==> config.mk <==
export PLATFORM = sky130hd
export DESIGN_NAME = regfile_write_arbiter_flat
export DESIGN_NICKNAME = d
export VERILOG_FILES = /design/src/rtl/regfile_write_arbiter_pkg.sv /design/src/rtl/regfile_write_arbiter_if.sv /design/src/rtl/regfile_write_arbiter_rr.sv /design/src/rtl/regfile_write_arbiter.sv /design/src/flat_wrapper.sv
export SDC_FILE = /design/constraint.sdc
export NUM_CORES = 1
export LEC_CHECK = 0
export CAP_MARGIN = 25
export CORE_ASPECT_RATIO = 0.75
export CORE_MARGIN = 2
export CORE_UTILIZATION = 45
export DETAILED_ROUTE_END_ITERATION = 16
export PLACE_DENSITY = 0.8
export SYNTH_ARGS = -nofsm -noshare
export SYNTH_HDL_FRONTEND = slang
export SYNTH_SLANG_ARGS = --single-unit
==> constraint.sdc <==
create_clock -name clock_i -period 4.95 [get_ports clock_i]
set_input_delay 1.485 -clock clock_i [delete_from_list [all_inputs] [get_ports clock_i]]
set_output_delay 1.485 -clock clock_i [all_outputs]
set_load 0.03 [all_outputs]
==> src/rtl/regfile_write_arbiter_pkg.sv <==
// regfile_write_arbiter_pkg: shared sizes, requester indices and register index type
package regfile_arb_pkg;
    localparam int ADDR_W  = 5;
    localparam int DATA_W  = 32;
    localparam int NUM_REQ = 3;
    localparam int REQ_ALU = 0;
    localparam int REQ_MEM = 1;
    localparam int REQ_CSR = 2;
    typedef logic [ADDR_W-1:0] reg_idx_t;
endpackage

==> src/rtl/regfile_write_arbiter_if.sv <==
// regfile_write_arbiter_if: writeback requests, decode reserve/hazard lookup and bank write port; master = requesters/decode/bank side, slave = arbiter
interface regfile_write_arbiter_if import regfile_arb_pkg::*; #(
    parameter int NUM_REQ = regfile_arb_pkg::NUM_REQ,
    parameter int DATA_W  = regfile_arb_pkg::DATA_W,
    parameter int ADDR_W  = regfile_arb_pkg::ADDR_W
);
    logic [NUM_REQ-1:0]        req_valid;
    logic [NUM_REQ-1:0]        req_ready;
    logic [NUM_REQ*ADDR_W-1:0] req_addr;
    logic [NUM_REQ*DATA_W-1:0] req_data;
    logic                      reserve_valid;
    logic [ADDR_W-1:0]         reserve_addr;
    logic [ADDR_W-1:0]         check_addr_a;
    logic [ADDR_W-1:0]         check_addr_b;
    logic                      hazard_a;
    logic                      hazard_b;
    logic                      writeReg;
    logic [ADDR_W-1:0]         rc;
    logic [DATA_W-1:0]         write;
    modport master (
        output req_valid, req_addr, req_data, reserve_valid, reserve_addr, check_addr_a, check_addr_b,
        input  req_ready, hazard_a, hazard_b, writeReg, rc, write
    );
    modport slave (
        input  req_valid, req_addr, req_data, reserve_valid, reserve_addr, check_addr_a, check_addr_b,
        output req_ready, hazard_a, hazard_b, writeReg, rc, write
    );
endinterface

==> src/rtl/regfile_write_arbiter_rr.sv <==
// rr_arbiter: combinational round-robin pick; ports req_i, ptr_i (search start) -> gnt_o one-hot, gnt_idx_o
module rr_arbiter #(
    parameter int N  = 3,
    parameter int PW = (N > 1) ? $clog2(N) : 1
) (
    input  logic [N-1:0]  req_i,
    input  logic [PW-1:0] ptr_i,
    output logic [N-1:0]  gnt_o,
    output logic [PW-1:0] gnt_idx_o
);
    logic found;
    int   j;
    always_comb begin
        gnt_o     = '0;
        gnt_idx_o = '0;
        found     = 1'b0;
        j         = 0;
        for (int k = 0; k < N; k++) begin
            j = (int'(ptr_i) + k) % N;
            if (!found && req_i[j]) begin
                found     = 1'b1;
                gnt_o[j]  = 1'b1;
                gnt_idx_o = PW'(j);
            end
        end
    end
endmodule

==> src/rtl/regfile_write_arbiter.sv <==
// regfile_write_arbiter: round-robin share of the bank write port with registered write stage and pending-write scoreboard
// Ports: clock_i, reset_i (sync active-high), bus (slave modport of regfile_write_arbiter_if).
// Build option REGFILE_ZERO_GUARD_EN: register 0 is hardwired zero (no write, no reservation, no hazard).
module regfile_write_arbiter import regfile_arb_pkg::*; #(
    parameter int NUM_REQ = regfile_arb_pkg::NUM_REQ,
    parameter int DATA_W  = regfile_arb_pkg::DATA_W,
    parameter int ADDR_W  = regfile_arb_pkg::ADDR_W
) (
    input logic clock_i,
    input logic reset_i,
    regfile_write_arbiter_if.slave bus
);
    localparam int PW = (NUM_REQ > 1) ? $clog2(NUM_REQ) : 1;
`ifdef REGFILE_ZERO_GUARD_EN
    localparam bit ZG = 1'b1;
`else
    localparam bit ZG = 1'b0;
`endif
    logic [NUM_REQ-1:0]     gnt;
    logic [PW-1:0]          gnt_idx, ptr_q, ptr_d;
    logic [ADDR_W-1:0]      g_addr, rc_q;
    logic [DATA_W-1:0]      g_data, write_q;
    logic [2**ADDR_W-1:0]   pend_q, pend_d;
    logic                   xfer, wr_en, res_en, wr_q;
    rr_arbiter #(.N(NUM_REQ), .PW(PW)) u_rr (
        .req_i     (bus.req_valid),
        .ptr_i     (ptr_q),
        .gnt_o     (gnt),
        .gnt_idx_o (gnt_idx)
    );
    assign bus.req_ready = reset_i ? '0 : gnt;
    assign xfer          = !reset_i && |gnt;
    assign g_addr        = bus.req_addr[int'(gnt_idx)*ADDR_W +: ADDR_W];
    assign g_data        = bus.req_data[int'(gnt_idx)*DATA_W +: DATA_W];
    assign wr_en         = xfer && (!ZG || g_addr != '0);
    assign res_en        = bus.reserve_valid && (!ZG || bus.reserve_addr != '0);
    assign ptr_d         = xfer ? ((int'(gnt_idx) == NUM_REQ-1) ? '0 : gnt_idx + PW'(1)) : ptr_q;
    // Set is applied after clear so a same-cycle reservation of the written register stays pending.
    always_comb begin
        pend_d = pend_q;
        if (xfer) pend_d[g_addr] = 1'b0;
        if (res_en) pend_d[bus.reserve_addr] = 1'b1;
    end
    always_ff @(posedge clock_i) begin
        if (reset_i) begin
            ptr_q   <= '0;
            pend_q  <= '0;
            wr_q    <= 1'b0;
            rc_q    <= '0;
            write_q <= '0;
        end else begin
            ptr_q  <= ptr_d;
            pend_q <= pend_d;
            wr_q   <= wr_en;
            if (wr_en) begin
                rc_q    <= g_addr;
                write_q <= g_data;
            end
        end
    end
    assign bus.writeReg = wr_q;
    assign bus.rc       = rc_q;
    assign bus.write    = write_q;
    assign bus.hazard_a = pend_q[bus.check_addr_a];
    assign bus.hazard_b = pend_q[bus.check_addr_b];
endmodule

==> src/flat_wrapper.sv <==
// flat-port wrapper written by rule: the top's interface ports become plain ports
module regfile_write_arbiter_flat import regfile_arb_pkg::*;
#(
    parameter int NUM_REQ = regfile_arb_pkg::NUM_REQ,
    parameter int DATA_W  = regfile_arb_pkg::DATA_W,
    parameter int ADDR_W  = regfile_arb_pkg::ADDR_W
)
  (clock_i, reset_i, bus_req_valid, bus_req_addr, bus_req_data, bus_reserve_valid, bus_reserve_addr, bus_check_addr_a, bus_check_addr_b, bus_req_ready, bus_hazard_a, bus_hazard_b, bus_writeReg, bus_rc, bus_write);
  regfile_write_arbiter_if #(.NUM_REQ(NUM_REQ), .DATA_W(DATA_W), .ADDR_W(ADDR_W)) bus_i ();
  input logic clock_i;
  input logic reset_i;
  input wire logic [$bits(bus_i.req_valid)-1:0] bus_req_valid;
  input wire logic [$bits(bus_i.req_addr)-1:0] bus_req_addr;
  input wire logic [$bits(bus_i.req_data)-1:0] bus_req_data;
  input wire logic [$bits(bus_i.reserve_valid)-1:0] bus_reserve_valid;
  input wire logic [$bits(bus_i.reserve_addr)-1:0] bus_reserve_addr;
  input wire logic [$bits(bus_i.check_addr_a)-1:0] bus_check_addr_a;
  input wire logic [$bits(bus_i.check_addr_b)-1:0] bus_check_addr_b;
  output wire logic [$bits(bus_i.req_ready)-1:0] bus_req_ready;
  output wire logic [$bits(bus_i.hazard_a)-1:0] bus_hazard_a;
  output wire logic [$bits(bus_i.hazard_b)-1:0] bus_hazard_b;
  output wire logic [$bits(bus_i.writeReg)-1:0] bus_writeReg;
  output wire logic [$bits(bus_i.rc)-1:0] bus_rc;
  output wire logic [$bits(bus_i.write)-1:0] bus_write;
  assign bus_i.req_valid = bus_req_valid;
  assign bus_i.req_addr = bus_req_addr;
  assign bus_i.req_data = bus_req_data;
  assign bus_i.reserve_valid = bus_reserve_valid;
  assign bus_i.reserve_addr = bus_reserve_addr;
  assign bus_i.check_addr_a = bus_check_addr_a;
  assign bus_i.check_addr_b = bus_check_addr_b;
  assign bus_req_ready = bus_i.req_ready;
  assign bus_hazard_a = bus_i.hazard_a;
  assign bus_hazard_b = bus_i.hazard_b;
  assign bus_writeReg = bus_i.writeReg;
  assign bus_rc = bus_i.rc;
  assign bus_write = bus_i.write;
  regfile_write_arbiter #(.NUM_REQ(NUM_REQ), .DATA_W(DATA_W), .ADDR_W(ADDR_W)) u_core (.clock_i(clock_i), .reset_i(reset_i), .bus(bus_i));
endmodule
==> key figures, run 1 <==
Outcome
  – Status: finished clean

Critical path
  – Worst Setup End Kind: primary output
  – Worst Path Arrival: 3.34 ns
  – Reg-to-reg startpoint: u_core.ptr_q[0]
  – FF-to-FF setup slack: between 1.5 and 2 ns
  – Worst setup SP type: input port
  – Worst R2R Path Depth: 9
  – Critical Path RT: 3.46 ns
  – Reg-to-Reg End: u_core.pend_q[22]
  – WS Path Type: in2out
  – Crit-path max FO: 8

Clock network
  – Clock latency at the later pin of the worst-skew pair: 0.33 ns
  – H-tree depth: 3
  – CTS tree: yes
  – Hold_buf cts: 0
  – Clock tree buffer depth: 2
  – Worst-path clk slew: about 0.060 ns
  – CTS sink cnt: 72
  – CTS Buf Count: 9
  – Root Buffer: clkbuf_16

Yosys
  – Flops & latches, synth: 72
  – Post-synth EDFFs: 0
  – Synth warn: 0
  – Syn Inst Count: 578
  – Syn Nets: ~700
  – Yosys cell types: 52
  – Post-synth top area share: 0.3165
  – Cell Area, Synth: roughly 0.0046 mm²
  – Synth area leader: dfxtp_1
  – Area contributors post-synth: dfxtp_1, nor2_1, mux4_2, nand2_1, a311o_1
  – Top-count cell post-synth: nor2_1
  – Top cells by count, synth: nor2_1, nand2_1, dfxtp_1, a21oi_1, a311o_1
  – Avg Inst Size Synth: roughly 7.9 µm²
  – Ys async rst share: 0
  – Seq/Total Area, Yosys: 0.3165
  – Post-synth top flop: dfxtp_1

GRT
  – Vias in the first global route: 5221
  – Global route overflow: 0
  – Largest net degree at the start of global routing: 69
  – Initial antenna violation count: 0
  – First-pass GRT wire length: 25600 µm
  – All-layer global routing usage: 0.2929

Cells and area
  – Area Growth Syn to Fin: 45.74%
  – N_diodes: 0
  – Filler cells: 786
  – Final nets: 865
  – Share of layout cells above drive strength 1: 0.1008
  – Non-Filler Instances: 866

Timing
  – Final worst slack: 0.1231 ns
  – Fmax: 0.2072 GHz
  – Slew HR: 0.4457
  – Max Slew Vio Count: 0
  – Unrepaired setup endpoints after global routing: false
  – Endpoints failing hold: 0
  – Final Setup Violations: 0
  – Final Skew: 0.006251 ns
  – Tightest Pin Transition: roughly 0.83 ns
  – Fin Setup TNS: 0 ns
  – Period utilization: 0.9751
  – Final worst path period need: a little under 5 ns

Detailed routing
  – Final WL: 15840 µm
  – 1st-iter DRT viols: 556
  – Residual DRC: 0
  – Drt via density: 5.997
  – Routed WL per cell: 18.29 µm
  – Routed via count: 5193
  – DRT Pass-1 Iters: 5
  – Antenna-violating nets left: 0

Power
  – Clock Power Share: 0.167
  – Switch Pwr: around 1.9 mW
  – Power density over the cells: 597.6 mW/mm²
  – Combinational share of power: 0.622
  – VDD IR max: 0.0004023 V
  – Leak: 2.383 nW
  – Sw frac: 0.4772
  – Pint: 2.074 mW
  – Seq pwr share: 0.211

Floorplan
  – Die W: 120.2 µm
  – Core ar.: just under 0.01 mm²
  – Die extent in y: 91.13 µm
  – Starting density of the core: 0.4678
  – I/O pin cnt: roughly 180
  – Row count: 31
  – Die footprint: ~0.011 mm²

Place
  – Pre-CTS setup slack: -0.5220 ns
  – Final Wtd Congestion: 0.9426
  – Port bufs: 174
  – Hpwl dp: 11910 µm
  – Post-Place Cells: 850

Hold path
  – Hold Crit Depth: 2
  – Hold Path Class: reg2reg
  – Min-delay src: u_core.bus.write[7]
  – WHS Endpoint: u_core.bus.write[7]

Job
  – Max Cap Violations: 0
worst max path at each step:
stage | from | to | slack [ns] | cells after the start
finish | bus_check_addr_a[1] | bus_hazard_a | 0.12 | 6
global route | bus_check_addr_a[1] | bus_hazard_a | 0.06 | 6
CTS | bus_check_addr_a[1] | bus_hazard_a | 0.12 | 6
detailed placement | bus_check_addr_a[0] | bus_hazard_a | -0.52 | 6
global placement | bus_check_addr_b[0] | bus_hazard_b | -0.50 | 6
floorplan | bus_check_addr_a[0] | bus_hazard_a | 0.20 | 4
per-layer routing:
layer | global-route usage | routed length (µm) | up-vias
met2 | 0.4725 | 7357 | 322
met3 | 0.1106 | 1910 | 51
li1 | - | - | 2418
met5 | 0 | 0 | -
met1 | 0.3513 | 6131 | 2402
met4 | 0.1196 | 439 | 0
state kept, by name, indices dropped and copies added (netlist names):
name                 cells
u_core.bus.write        32
u_core.pend_q           32
u_core.bus.rc            5
u_core.ptr_q             2
u_core.bus.writeReg      1
layout make-up:
class                      count  area (µm²)  area share
multi-input combinational    454        2868      0.4320
timing repair buffer         185        1829      0.2756
sequential                    72        1441      0.2172
clock buffer                  10       239.0     0.03600
tap                          132       165.2     0.02488
clock inverter                 6       66.31    0.009991
inverter                       7       28.78    0.004336
cell families after synthesis:
group                      share of synthesized area
and+or+nand+nor                               0.2874
muxes                                         0.1223
buffers and inverters                        0.05412
adders and majority gates                    0.01099
DFF                                           0.3165
AOI/OAI and AO/OA                             0.2088
worst max-delay path, stage by stage:
cell and delay [ns]:
clkdlybuf4s50_1 0.47, buf_4 0.17, mux4_2 0.31, mux4_2 0.47, mux2_2 0.27, buf_4 0.17
cells in the final DEF, fill, tap and decap left out, drive strengths merged, types with 3 or more instances in the layout:
| master | instances |
|---|---|
| inv | 8 |
| clkinvlp | 3 |
| a311oi | 16 |
| nor2 | 125 |
| nor3 | 10 |
| mux2i | 8 |
| clkdlybuf4s50 | 166 |
| nand2 | 109 |
| nand4 | 7 |
| a211oi | 16 |
| nand3b | 8 |
| dfxtp | 72 |
| nor4 | 16 |
| buf | 17 |
| nand3 | 9 |
| clkbuf | 10 |
| a21oi | 38 |
| ha | 4 |
| mux4 | 20 |
| a21o | 4 |
| a311o | 32 |
timing repair:
item / CTS / global route
resized for setup: 14 / 0
setup endpoints to repair: 2 / 0
buffers inserted: 0 / 0
through the flow:
step	instance area (µm²)	util	power, mW	hold slack, ns
floorplan	4554	-	2.525	0.4648
global placement	6340	0.6512	3.236	0.4374
detailed placement	6340	0.6512	3.291	0.4453
CTS	6638	0.6818	3.968	0.4504
global route	6638	0.6818	4.207	0.4713
finish	6638	0.6818	3.967	0.4504
power groups by stage:
stage | clock network [mW] | logic [mW] | registers [mW]
2_1_floorplan | 0 | 1.38 | 1.15
3_3_place_gp | 0 | 2.40 | 0.839
3_5_place_dp | 0 | 2.44 | 0.846
4_1_cts | 0.673 | 2.46 | 0.837
5_1_grt | 0.696 | 2.65 | 0.857
6_report | 0.662 | 2.47 | 0.837
No activity file was read; power rests on OpenSTA's default activity.
==> run 2: changes to the inputs <==
Settings changed: CAP_MARGIN 25 to default, SKIP_CTS_REPAIR_TIMING from default to 1.
==> run 2 against run 1 <==
First-iteration DRC count increased by 3.2%. Clock power about the same. Register-to-register slack got worse by 0.02 ns. Final cell count unchanged. Via count is 0.65% higher. Final area about the same. Routed wire length grew 0.93%. Utilization grew 0.051 points. Maximum frequency is 0.25% lower. Sequential share of layout area is essentially flat. Worst setup slack got worse by 0.012 ns. Largest power group unchanged. Non-clock buffer count unchanged.
==> key figures, run 2 (same netlist as run 1, synthesis figures left out) <==
Hold path
  – Hold Path Class: reg2reg (unchanged)
  – WHS Endpoint: u_core.bus.write[7] (unchanged)
  – Min-delay src: u_core.bus.write[7] (unchanged)
  – Hold Crit Depth: 2 (unchanged)

Timing
  – Fmax: 0.2067 GHz (was 0.2072 GHz)
  – Fin Setup TNS: 0 ns (unchanged)
  – Final Skew: 0.006299 ns (was 0.006251 ns)
  – Final Setup Violations: 0 (unchanged)
  – Tightest Pin Transition: 0.7900 ns (was 0.8290 ns)
  – Unrepaired setup endpoints after global routing: false (unchanged)
  – Endpoints failing hold: 0 (unchanged)
  – Slew HR: 0.4718 (was 0.4457)
  – Final worst path period need: 4.839 ns (was 4.827 ns)
  – Period utilization: 0.9775 (was 0.9751)
  – Max Slew Vio Count: 0 (unchanged)

Detailed routing
  – Drt via density: 6.036 (was 5.997)
  – Antenna-violating nets left: 0 (unchanged)
  – Final WL: 15990 µm (was 15840 µm)
  – DRT Pass-1 Iters: 6 (was 5)
  – Routed WL per cell: 18.46 µm (was 18.29 µm)
  – Routed via count: 5227 (was 5193)
  – 1st-iter DRT viols: 574 (was 556)
  – Residual DRC: 0 (unchanged)

Power
  – Leak: 2.398 nW (was 2.383 nW)
  – Power density over the cells: 598.9 mW/mm² (was 597.6 mW/mm²)
  – Seq pwr share: 0.211 (about the same)
  – Sw frac: 0.4786 (was 0.4772)
  – Clock Power Share: 0.167 (about the same)
  – Switch Pwr: 1.904 mW (was 1.893 mW)
  – VDD IR max: 0.0004030 V (was 0.0004023 V)
  – Pint: 2.074 mW (about the same)
  – Combinational share of power: 0.622 (about the same)
  – Total Power: 3.978 mW (was 3.967 mW)

Floorplan
  – Die extent in y: 91.13 µm (unchanged)
  – I/O pin cnt: 175 (unchanged)
  – Die W: 120.2 µm (unchanged)
  – Die footprint: 0.01095 mm² (unchanged)
  – Starting density of the core: 0.4678 (unchanged)
  – Core ar.: 0.009736 mm² (unchanged)
  – Row count: 31 (unchanged)

Cells and area
  – Most frequent cells in the layout: clkdlybuf4s50_1, nor2_1, nand2_1, dfxtp_1, a21oi_1 (unchanged)
  – Register area: 0.001441 mm² (unchanged)
  – Area Growth Syn to Fin: 45.85% (was 45.74%)
  – Commonest non-fill, non-tap cell in the layout: clkdlybuf4s50_1 (unchanged)
  – Non-Filler Instances: 866 (unchanged)
  – Multi-input combinational cell area: 0.002868 mm² (unchanged)
  – Final nets: 865 (unchanged)
  – Share of layout cells above drive strength 1: 0.1008 (unchanged)
  – Filler cells: 784 (was 786)
  – N_diodes: 0 (unchanged)

Critical path
  – Crit-path max FO: 8 (unchanged)
  – Worst path most repeated cell: mux4_2
  – WS Path Type: in2out (unchanged)
  – Critical path's top delay family: multiplexers (unchanged)
  – Worst Path Arrival: 3.35 ns (was 3.34 ns)
  – Worst R2R Path Depth: 9 (unchanged)
  – Reg-to-reg startpoint: u_core.ptr_q[0] (unchanged)
  – Reg-to-Reg End: u_core.pend_q[22] (unchanged)
  – Critical Path RT: 3.46 ns (about the same)
  – Worst Setup End Kind: primary output (unchanged)
  – Worst setup SP type: input port (unchanged)
  – Worst Setup SP: bus_check_addr_b[1] (was bus_check_addr_a[1])
  – CP peak stage delay: 0.47 ns (about the same)
  – Worst Path Buf+Inv: 3 (unchanged)
  – FF-to-FF setup slack: 1.64 ns (was 1.66 ns)
  – Slowest CP cell: clkdlybuf4s50_1 (unchanged)
  – Crit path depth: 6 (unchanged)
  – Worst path cell trace: clkdlybuf4s50_1 -> buf_4 -> mux4_2 -> mux4_2 -> mux2_2 -> buf_2 (was clkdlybuf4s50_1 -> buf_4 -> mux4_2 -> mux4_2 -> mux2_2 -> buf_4)

GRT
  – Vias in the first global route: 5211 (was 5221)
  – All-layer global routing usage: 0.2925 (was 0.2929)
  – Largest net degree at the start of global routing: 69 (unchanged)
  – First-pass GRT wire length: 25560 µm (was 25600 µm)
  – Initial antenna violation count: 0 (unchanged)
  – Global route overflow: 0 (unchanged)

Place
  – Post-Place Cells: 850 (unchanged)
  – Port bufs: 174 (unchanged)
  – Hpwl dp: 11910 µm (unchanged)
  – Final Wtd Congestion: 0.9426 (unchanged)

Outcome
  – Status: finished clean (unchanged)

Clock network
  – Clock latency at the later pin of the worst-skew pair: 0.33 ns (about the same)
  – CTS Buf Count: 9 (unchanged)
  – Worst-path clk slew: 0.06 ns (about the same)
  – Clock tree buffer depth: 2 (unchanged)
  – CTS sink cnt: 72 (unchanged)
  – CTS tree: yes (unchanged)
  – Root Buffer: clkbuf_16 (unchanged)
  – H-tree depth: 3 (unchanged)

Job
  – Max Cap Violations: 0 (unchanged)
[run 2: cell type report]
class	instances	share of cell area
clock inverters	6	0.009983
repair buffers	185	0.2761
multi-input cells	454	0.4317
well taps	132	0.02486
inverters	7	0.004332
clock buffers	10	0.03598
flip-flops and latches	72	0.2170
[run 2: power groups by stage]
stage               Sequential (mW)  Clock (mW)  Combinational [mW]
global route                  0.857       0.696                2.65
finish                        0.837       0.664                2.48
floorplan                      1.15           0                1.38
detailed placement            0.846           0                2.44
global placement              0.839           0                2.40
CTS                           0.837       0.673                2.46
[run 2: tightest hold or removal path: stages, from the launching register on]
cell and delay, ns:
dfxtp_1 0.31, nand2_1 0.05, a21oi_1 0.05
[run 2: how the worst max path moves through the flow]
stage,endpoint,slack (ns)
finish,bus_hazard_b,0.11
global route,bus_hazard_a,0.04
CTS,bus_hazard_a,-0.52
detailed placement,bus_hazard_a,-0.52
global placement,bus_hazard_b,-0.50
floorplan,bus_hazard_a,0.20
[run 2: routing by layer]
layer	part of all wire	track usage	routed length, µm	vias to the layer above
met5	0	0	0	-
met4	0.027	0.1196	435	0
met3	0.12	0.1093	1884	58
met2	0.46	0.4721	7401	325
met1	0.39	0.3513	6266	2428
li1	-	-	-	2416
[run 2: per-stage QoR]
| step | hold WS [ns] | area (µm²) | worst slack (ns) | utilization |
|---|---|---|---|---|
| 2_1_floorplan | 0.4648 | 4554 | 0.2037 | - |
| 3_3_place_gp | 0.4374 | 6340 | -0.5039 | 0.6512 |
| 3_5_place_dp | 0.4453 | 6340 | -0.5220 | 0.6512 |
| 4_1_cts | 0.4504 | 6645 | -0.5220 | 0.6826 |
| 5_1_grt | 0.4713 | 6643 | 0.04327 | 0.6823 |
| 6_report | 0.4504 | 6643 | 0.1111 | 0.6823 |
